$ cat src/rtl/bcd_time_counter_pkg.sv
// Shared constants and types for the HH:MM:SS BCD timekeeper.
// Digit order is seconds ones (0) up to hours tens (5).
package bcd_time_counter_pkg;

    typedef logic [3:0] bcd_t;

    typedef enum logic [2:0] {
        DigSecOnes = 3'd0,
        DigSecTens = 3'd1,
        DigMinOnes = 3'd2,
        DigMinTens = 3'd3,
        DigHrOnes  = 3'd4,
        DigHrTens  = 3'd5
    } digit_idx_e;

    localparam int unsigned NumDigits = 6;

    localparam bcd_t MaxSecOnes = 4'd9;
    localparam bcd_t MaxSecTens = 4'd5;
    localparam bcd_t MaxMinOnes = 4'd9;
    localparam bcd_t MaxMinTens = 4'd5;
    localparam bcd_t MaxHrOnes  = 4'd9;
    localparam bcd_t MaxHrTens  = 4'd2;

    localparam int unsigned HoursLimit = 23;
    localparam bcd_t HrTensAtLimit = bcd_t'(HoursLimit / 10);
    localparam bcd_t HrOnesAtLimit = bcd_t'(HoursLimit % 10);

    function automatic bcd_t digit_max(logic [2:0] idx);
        case (idx)
            3'(DigSecOnes): return MaxSecOnes;
            3'(DigSecTens): return MaxSecTens;
            3'(DigMinOnes): return MaxMinOnes;
            3'(DigMinTens): return MaxMinTens;
            3'(DigHrOnes):  return MaxHrOnes;
            3'(DigHrTens):  return MaxHrTens;
            default:        return 4'd0;
        endcase
    endfunction

endpackage

$ cat src/rtl/bcd_time_counter_if.sv
// Control and display bundle of the timekeeper: load port, run enable, six digits and pulses.
interface bcd_time_counter_if;
    import bcd_time_counter_pkg::*;

    logic       run;
    logic       load;
    logic [2:0] load_sel;
    bcd_t       load_val;
    bcd_t       digit0;
    bcd_t       digit1;
    bcd_t       digit2;
    bcd_t       digit3;
    bcd_t       digit4;
    bcd_t       digit5;
    logic       sec_tick;
    logic       day_tick;
    logic       load_err;

    modport master (
        output run, load, load_sel, load_val,
        input  digit0, digit1, digit2, digit3, digit4, digit5,
        input  sec_tick, day_tick, load_err
    );

    modport slave (
        input  run, load, load_sel, load_val,
        output digit0, digit1, digit2, digit3, digit4, digit5,
        output sec_tick, day_tick, load_err
    );

endinterface

$ cat src/rtl/bcd_time_counter_bcd_digit.sv
// One BCD digit register counting 0..MAX with clear, load and increment.
// Priority is clear, then load, then increment.
module bcd_digit
    import bcd_time_counter_pkg::*;
#(
    parameter bcd_t MAX = 4'd9
) (
    input  logic clk,
    input  logic rst_n,
    input  logic inc_i,
    input  logic clr_i,
    input  logic load_i,
    input  bcd_t val_i,
    output bcd_t q_o,
    output logic carry_o
);

    bcd_t digit_d, digit_q;

    always_comb begin
        digit_d = digit_q;
        if (clr_i) begin
            digit_d = '0;
        end else if (load_i) begin
            digit_d = val_i;
        end else if (inc_i) begin
            digit_d = (digit_q == MAX) ? '0 : digit_q + 4'd1;
        end
    end

    always_ff @(posedge clk or negedge rst_n) begin
        if (!rst_n) begin
            digit_q <= '0;
        end else begin
            digit_q <= digit_d;
        end
    end

    assign q_o     = digit_q;
    assign carry_o = inc_i && (digit_q == MAX);

endmodule

$ cat src/rtl/bcd_time_counter.sv
// 24-hour HH:MM:SS BCD timekeeper: prescaler to a one-second tick, cascaded BCD digits,
// and a range-checked single-digit load port whose strobe defers a coincident tick by one cycle.
module bcd_time_counter
    import bcd_time_counter_pkg::*;
#(
    parameter int unsigned TICK_DIV = 50_000_000
) (
    input logic              clk,
    input logic              rst_n,
    bcd_time_counter_if.slave tc_if
);

    logic [31:0] cnt_d, cnt_q;
    logic        pending_d, pending_q;
    logic        sec_tick_d, sec_tick_q;
    logic        day_tick_d, day_tick_q;
    logic        load_err_d, load_err_q;

    logic        tick;
    logic        advance;
    logic        wrap;
    logic        load_legal;
    logic        load_ok;

    bcd_t                 digit_q [NumDigits];
    logic [NumDigits-1:0] carry;
    logic [NumDigits-1:0] inc_vec;
    logic [NumDigits-1:0] clr_vec;
    logic [NumDigits-1:0] ld_vec;

    assign tick = tc_if.run && (cnt_q == 32'(TICK_DIV - 1));

    always_comb begin
        cnt_d = cnt_q;
        if (tc_if.run) begin
            cnt_d = tick ? '0 : cnt_q + 32'd1;
        end
    end

    always_comb begin
        load_legal = 1'b1;
        if ((tc_if.load_sel > 3'd5) || (tc_if.load_val > 4'd9)) begin
            load_legal = 1'b0;
        end else if (tc_if.load_val > digit_max(tc_if.load_sel)) begin
            load_legal = 1'b0;
        end else if ((tc_if.load_sel == 3'(DigHrOnes)) && (digit_q[5] == HrTensAtLimit) &&
                     (tc_if.load_val > HrOnesAtLimit)) begin
            load_legal = 1'b0;
        end else if ((tc_if.load_sel == 3'(DigHrTens)) && (tc_if.load_val == HrTensAtLimit) &&
                     (digit_q[4] > HrOnesAtLimit)) begin
            load_legal = 1'b0;
        end
    end

    assign load_ok = tc_if.load && load_legal;

    // Any load strobe owns the cycle; a tick arriving then is parked in pending.
    assign advance   = (tick || pending_q) && !tc_if.load;
    assign pending_d = (tick || pending_q) && tc_if.load;

    assign wrap = carry[3] && (digit_q[5] == HrTensAtLimit) && (digit_q[4] == HrOnesAtLimit);

    always_comb begin
        inc_vec = {carry[4:0], advance};
        clr_vec = {wrap, wrap, 4'b0000};
        ld_vec  = '0;
        for (int i = 0; i < NumDigits; i++) begin
            ld_vec[i] = load_ok && (tc_if.load_sel == 3'(i));
        end
    end

    for (genvar i = 0; i < NumDigits; i++) begin : g_digit
        bcd_digit #(
            .MAX(digit_max(3'(i)))
        ) u_digit (
            .clk    (clk),
            .rst_n  (rst_n),
            .inc_i  (inc_vec[i]),
            .clr_i  (clr_vec[i]),
            .load_i (ld_vec[i]),
            .val_i  (tc_if.load_val),
            .q_o    (digit_q[i]),
            .carry_o(carry[i])
        );
    end

    logic unused_carry;
    assign unused_carry = carry[5];

    always_comb begin
        sec_tick_d = advance;
        day_tick_d = wrap;
        load_err_d = tc_if.load && !load_legal;
    end

    always_ff @(posedge clk or negedge rst_n) begin
        if (!rst_n) begin
            cnt_q      <= '0;
            pending_q  <= 1'b0;
            sec_tick_q <= 1'b0;
            day_tick_q <= 1'b0;
            load_err_q <= 1'b0;
        end else begin
            cnt_q      <= cnt_d;
            pending_q  <= pending_d;
            sec_tick_q <= sec_tick_d;
            day_tick_q <= day_tick_d;
            load_err_q <= load_err_d;
        end
    end

    assign tc_if.digit0   = digit_q[0];
    assign tc_if.digit1   = digit_q[1];
    assign tc_if.digit2   = digit_q[2];
    assign tc_if.digit3   = digit_q[3];
    assign tc_if.digit4   = digit_q[4];
    assign tc_if.digit5   = digit_q[5];
    assign tc_if.sec_tick = sec_tick_q;
    assign tc_if.day_tick = day_tick_q;
    assign tc_if.load_err = load_err_q;

endmodule
$ cat src/flat_wrapper.sv
// flat-port wrapper written by rule: the top's interface ports become plain ports
module bcd_time_counter_flat import bcd_time_counter_pkg::*;
#(
    parameter int unsigned TICK_DIV = 50_000_000
)
  (clk, rst_n, tc_if_run, tc_if_load, tc_if_load_sel, tc_if_load_val, tc_if_digit0, tc_if_digit1, tc_if_digit2, tc_if_digit3, tc_if_digit4, tc_if_digit5, tc_if_sec_tick, tc_if_day_tick, tc_if_load_err);
  bcd_time_counter_if tc_if_i ();
  input logic clk;
  input logic rst_n;
  input wire logic [$bits(tc_if_i.run)-1:0] tc_if_run;
  input wire logic [$bits(tc_if_i.load)-1:0] tc_if_load;
  input wire logic [$bits(tc_if_i.load_sel)-1:0] tc_if_load_sel;
  input wire logic [$bits(tc_if_i.load_val)-1:0] tc_if_load_val;
  output wire logic [$bits(tc_if_i.digit0)-1:0] tc_if_digit0;
  output wire logic [$bits(tc_if_i.digit1)-1:0] tc_if_digit1;
  output wire logic [$bits(tc_if_i.digit2)-1:0] tc_if_digit2;
  output wire logic [$bits(tc_if_i.digit3)-1:0] tc_if_digit3;
  output wire logic [$bits(tc_if_i.digit4)-1:0] tc_if_digit4;
  output wire logic [$bits(tc_if_i.digit5)-1:0] tc_if_digit5;
  output wire logic [$bits(tc_if_i.sec_tick)-1:0] tc_if_sec_tick;
  output wire logic [$bits(tc_if_i.day_tick)-1:0] tc_if_day_tick;
  output wire logic [$bits(tc_if_i.load_err)-1:0] tc_if_load_err;
  assign tc_if_i.run = tc_if_run;
  assign tc_if_i.load = tc_if_load;
  assign tc_if_i.load_sel = tc_if_load_sel;
  assign tc_if_i.load_val = tc_if_load_val;
  assign tc_if_digit0 = tc_if_i.digit0;
  assign tc_if_digit1 = tc_if_i.digit1;
  assign tc_if_digit2 = tc_if_i.digit2;
  assign tc_if_digit3 = tc_if_i.digit3;
  assign tc_if_digit4 = tc_if_i.digit4;
  assign tc_if_digit5 = tc_if_i.digit5;
  assign tc_if_sec_tick = tc_if_i.sec_tick;
  assign tc_if_day_tick = tc_if_i.day_tick;
  assign tc_if_load_err = tc_if_i.load_err;
  bcd_time_counter #(.TICK_DIV(TICK_DIV)) u_core (.clk(clk), .rst_n(rst_n), .tc_if(tc_if_i));
endmodule
$ cat config.mk
export PLATFORM = sky130hd
export DESIGN_NAME = bcd_time_counter_flat
export DESIGN_NICKNAME = d
export VERILOG_FILES = /design/src/rtl/bcd_time_counter_pkg.sv /design/src/rtl/bcd_time_counter_if.sv /design/src/rtl/bcd_time_counter_bcd_digit.sv /design/src/rtl/bcd_time_counter.sv /design/src/flat_wrapper.sv
export SDC_FILE = /design/constraint.sdc
export NUM_CORES = 1
export LEC_CHECK = 0
export BUFFER_PORTS_ARGS = -buffer_cell sky130_fd_sc_hd__buf_2
export CAP_MARGIN = 20
export CORE_MARGIN = 3
export CORE_UTILIZATION = 60
export CTS_BUF_LIST = sky130_fd_sc_hd__clkbuf_4
export DETAILED_ROUTE_END_ITERATION = 8
export PLACE_DENSITY = 0.77
export SLEW_MARGIN = 30
export SYNTH_ARGS = -nofsm -noshare
export SYNTH_HDL_FRONTEND = slang
export SYNTH_SLANG_ARGS = --single-unit
$ cat constraint.sdc
create_clock -name clk -period 3.1 [get_ports clk]
set_clock_uncertainty 0.2 [all_clocks]
set_input_delay 0 -clock clk [delete_from_list [all_inputs] [get_ports clk]]
set_output_delay 0 -clock clk [all_outputs]
set_load 0.02 [all_outputs]
==> results of run 1 <==
## registers in the layout (all words and copies together), names as in the netlist
signal / flops
u_core.cnt_q: 32
u_core.g_digit.u_digit.q_o: 24
u_core.pending_q: 1
u_core.tc_if.day_tick: 1
u_core.tc_if.load_err: 1
u_core.tc_if.sec_tick: 1
## area by class of cell
class | count | area (um^2)
Multi-Input combinational cell | 283 | 1850
Sequential cell | 60 | 1500
Fill cell | 392 | 1300
Timing Repair Buffer | 58 | 393
Tap cell | 70 | 87.6
Clock buffer | 10 | 75.1
Inverter | 20 | 75.1
Clock inverter | 6 | 55.1
## logic make-up after synthesis
family | Yosys count | synth area share, %
adder cells (fa/ha/maj) | 9 | 3.27
AND/OR/NAND/NOR | 164 | 25.9
XOR/XNOR | 33 | 8.39
flip-flops | 60 | 43.6
multiplexers | 4 | 1.20
AO/OA/AOI/OAI | 73 | 14.5
buffers and inverters | 28 | 3.20
## routing by layer
layer	up-vias	share of wire, %	routed length, um	global-route usage [%]
met2	102	46	3670	41.7
met1	1459	46	3670	36.9
met5	-	0	0	0
met4	0	1.9	153	9.30
li1	1475	-	-	-
met3	21	5.7	454	5.59
## stage by stage
step	power, uW	setup WS (ps)	cell area, um^2	util [%]	hold slack [ps]
after detailed placement	1650	273	3740	70.1	-228
after floorplan	1440	399	3440	-	-496
after global routing	2340	59.3	4030	75.6	256
after global placement	1630	348	3740	70.1	-231
final	2190	183	4030	75.6	239
after CTS	2190	159	4020	75.3	216
## critical path: stages
cell           delay, ps
dlygate4sd3_1        540
buf_2                160
nand3b_1             220
ha_1                 340
nor2b_1              160
o31ai_2              220
o21ai_2              160
or3_1                450
nand3_1              110
o211ai_1              80
dlygate4sd3_1        560
## worst paths after layout
| kind | startpoint | to | slack, ps | cells after the start |
|---|---|---|---|---|
| worst max-delay path | tc_if_load_sel[1] | u_core.g_digit[0].u_digit.q_o[1] | 180 | 11 |
| worst min-delay path | tc_if_run | u_core.cnt_q[0] | 240 | 3 |
| worst max register to register | u_core.g_digit[5].u_digit.q_o[0] | u_core.g_digit[0].u_digit.q_o[1] | 210 | 9 |
| worst min register to register | u_core.cnt_q[31] | u_core.cnt_q[31] | 280 | 1 |
| max in group asynchronous | rst_n | u_core.tc_if.sec_tick | 940 | 4 |
| min in group asynchronous | rst_n | u_core.g_digit[1].u_digit.q_o[3] | 560 | 4 |
## cell usage in the layout (no fill, tap or decap), types with 3 or more instances in the layout
cell           synthesis  final
o211ai_1               7      7
o2111ai_1              3      3
ha_1                   9      9
nor4_1                 4      3
xnor2_1               17     17
o22ai_1                3      3
inv_1                 20     20
buf_4                  1      5
a31oi_1                7      7
nand4_1               10     10
nand2b_1               5      5
mux2i_1                3      3
buf_2                  1     37
and4_1                 4      4
nor4b_1                3      3
or3_1                  9      9
or4_1                  4      4
clkbuf_4               0     10
nand3_1               16     16
xor2_1                16     16
nand2_1               37     37
dfrtp_1               60     60
o21ai_0               20     20
nor3_1                 8      8
a21oi_1                9      9
and3_1                 7      7
dlygate4sd3_1          0     15
nor2_1                39     39
## power by group through the flow
stage                     registers (uW)  logic [uW]  clock network, uW
after floorplan                     1150         295                  0
after global placement              1070         561                  0
after detailed placement            1070         574                  0
after CTS                           1060         594                540
after global routing                1090         668                579
final                               1060         598                527
## repair_timing
action / CTS / global route
gates resized for setup: 0 / 2
hold buffers: 15 / 0
hold endpoints to repair: 93 / 0
setup endpoints to repair: 0 / 2
==> results_dict.tcl, run 1 <==
set metrics [dict create \
    vias 3057 \
    yosysTopAreaCellShare_pct 43.6 \
    p_per_area_nw_per_um2 543 \
    p_switching_uw 795 \
    p_clk_share_pct 24.1 \
    wl_um 7940 \
    grt_pass1_vias 2944 \
    cap_violations 0 \
    synth_common_cells "60 x dfrtp_1, 39 x nor2_1, 37 x nand2_1" \
    synth_cell_types 60 \
    placed_cells 476 \
    totalNegativeSetupSlack_ps 0 \
    syn_avg_cell_area_um2 9.28 \
    worst_slew_pin_slew_ps 842 \
    synth-async-reset-ratio_pct 100 \
    syn2layout_area_growth_pct 17.2 \
    criticalPathCategory "in -> reg" \
    clk_pin_slew_ps 100 \
    synth_area_leaders "dfrtp_1 44%, xnor2_1 4.3%, nor2_1 4.3%, xor2_1 4.1%, nand2_1 4.0%" \
    clock_latency_ps 390 \
    final_max_slew_viol_count 0 \
    die-area_um2 6680 \
    clkSinkCount 60 \
    die_x_um 81.8 \
    p_sw_share_pct 36.3 \
    cts_max_level 3 \
    grt_start_max_net_pins 28 \
    yosysWarningCount 0 \
    setup_violations 0 \
    fin_crit_sh_pct 94.1 \
    cts-root-buf "clkbuf_4" \
    fp-row-count 26 \
    cts_tree "built" \
    leakage_uw 0.00179 \
    postRouteAntennaNets 0 \
    final_cell_count_no_fill 507 \
    grt_pass1_wl_um 13700 \
    min_period_ps 2920 \
    antenna_found_initial 0 \
    finalWeightedCongestion 0.920 \
    synth_ff_type "dfrtp_1" \
    via_per_inst 6.03 \
    synthCells 371 \
    ys_ff_latch 60 \
    internal_power_uw 1390 \
    hold_path.class "in -> reg" \
    crit_required_ps 3180 \
    wl_per_cell_um 15.7 \
    ys_seq_area_share_pct 43.6 \
    clockBufferDepth 2 \
    startpoint_type "primary input" \
    grt_usage_pct 26.7 \
    pwr-share-comb_pct 27.3 \
    cts_buffers 9 \
    drt_iter0_markers 201 \
    fmax_mhz 343 \
    synth_top_area_cell "dfrtp_1" \
    nets 452 \
    seq_power_share_pct 48.6 \
    drive_gt1_share_pct 15.8 \
    die_y_um 81.8 \
    cp-end-kind "register" \
    diodes 0 \
    post_cts_buffers 0 \
    synth_most_common_cell "dfrtp_1" \
    arrival_ps 3000 \
    critPathMaxFanout 8 \
    ir_drop_v 0.000408 \
    grt_setup_unrepaired "no" \
    outcome "finished, final reports clean" \
    syn_area_um2 3440 \
    initial_core_util_pct 64.5 \
    synth_edf_count 0 \
    relSlewSlack_pct 43.7 \
    hold_viol 0 \
    first_pass_iters 4 \
    route.detailed.drc 0 \
    pin_count 38 \
    hpwl_um 5600 \
    syn-num-nets 391 \
    core_area_um2 5340 \
    grt-ovfl-total 0 \
    portBuffers 37 \
]
No activity file was read; power rests on OpenSTA's default activity.
==> run 2: changes to the inputs <==
REMOVE_ABC_BUFFERS = 1   (was unset)
SLEW_MARGIN = 20   (was 30)
==> results_dict.tcl, run 2 (synthesis gave the netlist of run 1 again) <==
set metrics [dict create \
    die_y_um 81.8 \
    vias 2969 \
    pwr-share-comb_pct 27.5 \
    clock_latency_ps 390 \
    power.total_uw 2160 \
    die-area_um2 6680 \
    drt_iter0_markers 119 \
    leakage_uw 0.00178 \
    worst_slew_pin_slew_ps 663 \
    hold_viol 0 \
    clkSinkCount 60 \
    initial_core_util_pct 64.5 \
    syn2layout_area_growth_pct 16.6 \
    hpwl_um 5380 \
    cp_slowest_cell "dlygate4sd3_1" \
    max_stage_delay_ps 550 \
    final_common_cell "dfrtp_1" \
    grt_pass1_vias 2895 \
    drive_gt1_share_pct 15.4 \
    hold_path.class "in -> reg" \
    p_per_area_nw_per_um2 538 \
    p_sw_share_pct 35.9 \
    core_area_um2 5340 \
    fin_area_um2 4020 \
    outcome "finished, final reports clean" \
    antenna_found_initial 0 \
    cts-root-buf "clkbuf_4" \
    regMostFlops "u_core.cnt_q" \
    placed_cells 477 \
    grt-ovfl-total 0 \
    worstPathCellList "dlygate4sd3_1 > buf_2 > nand3b_1 > ha_1 > nor2b_1 > o31ai_1 > o21ai_1 > buf_4 > nor4_1 > buf_4 > nand2_1 > dlygate4sd3_1 > o21ai_0" \
    pin_count 38 \
    relSlewSlack_pct 55.5 \
    grt_pass1_wl_um 13200 \
    setup_ws_ps 195 \
    postRouteAntennaNets 0 \
    clk_pin_slew_ps 90 \
    p_switching_uw 776 \
    seq_power_share_pct 49.1 \
    critPathMaxFanout 7 \
    cp-end-kind "register" \
    cap_violations 0 \
    via_per_inst 5.88 \
    route.detailed.drc 0 \
    final_cell_count_no_fill 505 \
    grt_start_max_net_pins 32 \
    clockBufferDepth 2 \
    cts_max_level 3 \
    cts_buffers 9 \
    nets 452 \
    fin_util_pct 75.3 \
    internal_power_uw 1380 \
    die_x_um 81.8 \
    detailedPlace.worstSlack_ps 207 \
    startpoint_type "primary input" \
    setup_violations 0 \
    fmax_mhz 344 \
    wl_per_cell_um 15.3 \
    cts_tree "built" \
    fin_crit_sh_pct 93.7 \
    final_max_slew_viol_count 0 \
    portBuffers 37 \
    mostFrequentLayoutCells "60 x dfrtp_1, 39 x nor2_1, 37 x nand2_1, 37 x buf_2" \
    min_period_ps 2900 \
    largest_reg_flops 32 \
    finalWeightedCongestion 0.800 \
    grt_usage_pct 25.7 \
    ir_drop_v 0.000452 \
    place_area_um2 3750 \
    arrival_ps 3020 \
    crit_required_ps 3220 \
    first_pass_iters 5 \
    wl_um 7740 \
    criticalPathCategory "in -> reg" \
    p_clk_share_pct 23.4 \
    r2r_slack_ps 220 \
    diodes 0 \
    fp-row-count 26 \
]
[run 2: cell types whose count changed in the layout (fill, tap and decap cells not counted)]
cell,before,now
o21ai_1,2,3
buf_4,5,6
clkinv_2,2,1
nor3_2,0,1
o31ai_2,1,0
clkinvlp_4,1,0
o21ai_2,1,0
o31ai_1,0,1
nor3_1,8,7
dlygate4sd3_1,15,14
[run 2: worst paths after layout]
path / startpoint / endpoint / depth (start not counted)
max: tc_if_load_sel[1] / u_core.g_digit[3].u_digit.q_o[1] / 13
min: tc_if_run / u_core.cnt_q[0] / 3
max reg2reg: u_core.g_digit[5].u_digit.q_o[0] / u_core.g_digit[3].u_digit.q_o[1] / 10
min reg2reg: u_core.cnt_q[31] / u_core.cnt_q[31] / 1
max in group asynchronous: rst_n / u_core.g_digit[4].u_digit.q_o[1] / 4
min in group asynchronous: rst_n / u_core.cnt_q[11] / 4
[run 2: metrics by stage]
stage / hold WS, ps / TNS, ps
floorplan: -496 / 0
global route: 240 / -9.68
global placement: -312 / 0
detailed placement: -311 / 0
CTS: 233 / 0
finish: 249 / 0
[run 2: worst max-delay path, delay by kind of cell]
kind / cells / cell delay (ps)
buffers and inverters: 5 / 1600
and+or+nand+nor: 4 / 660
AOI/OAI and AO/OA: 3 / 400
adders and majority gates: 1 / 350
[run 2: what timing repair did]
action / CTS / global route
setup endpoints to repair: 0 / 1
endpoints found under the hold margin: 95 / 0
resized for setup: 0 / 1
buffers inserted: 0 / 0
hold buffers: 14 / 0
[run 2: power groups by stage]
stage / clock network [uW] / logic (uW) / registers (uW)
finish: 506 / 594 / 1060
detailed placement: 0 / 579 / 1070
CTS: 517 / 596 / 1060
global route: 553 / 662 / 1090
global placement: 0 / 561 / 1070
floorplan: 0 / 291 / 1150
[run 2: cell type report]
| type | instances | area [um^2] |
|---|---|---|
| multi-input cells | 283 | 1840 |
| flip-flops and latches | 60 | 1500 |
| fillers | 393 | 1320 |
| repair buffers | 58 | 390 |
| well taps | 70 | 87.6 |
| clock buffers | 10 | 75.1 |
| inverters | 20 | 75.1 |
| clock inverters | 4 | 42.5 |
[run 2: layer usage]
metal / track usage, % / up-vias / part of all wire [%]
met3: 8.00 / 12 / 4.9
met2: 43.9 / 67 / 51
met4: 7.97 / 0 / 1.5
li1: - / 1477 / -
met1: 30.9 / 1413 / 43
met5: 0 / - / 0
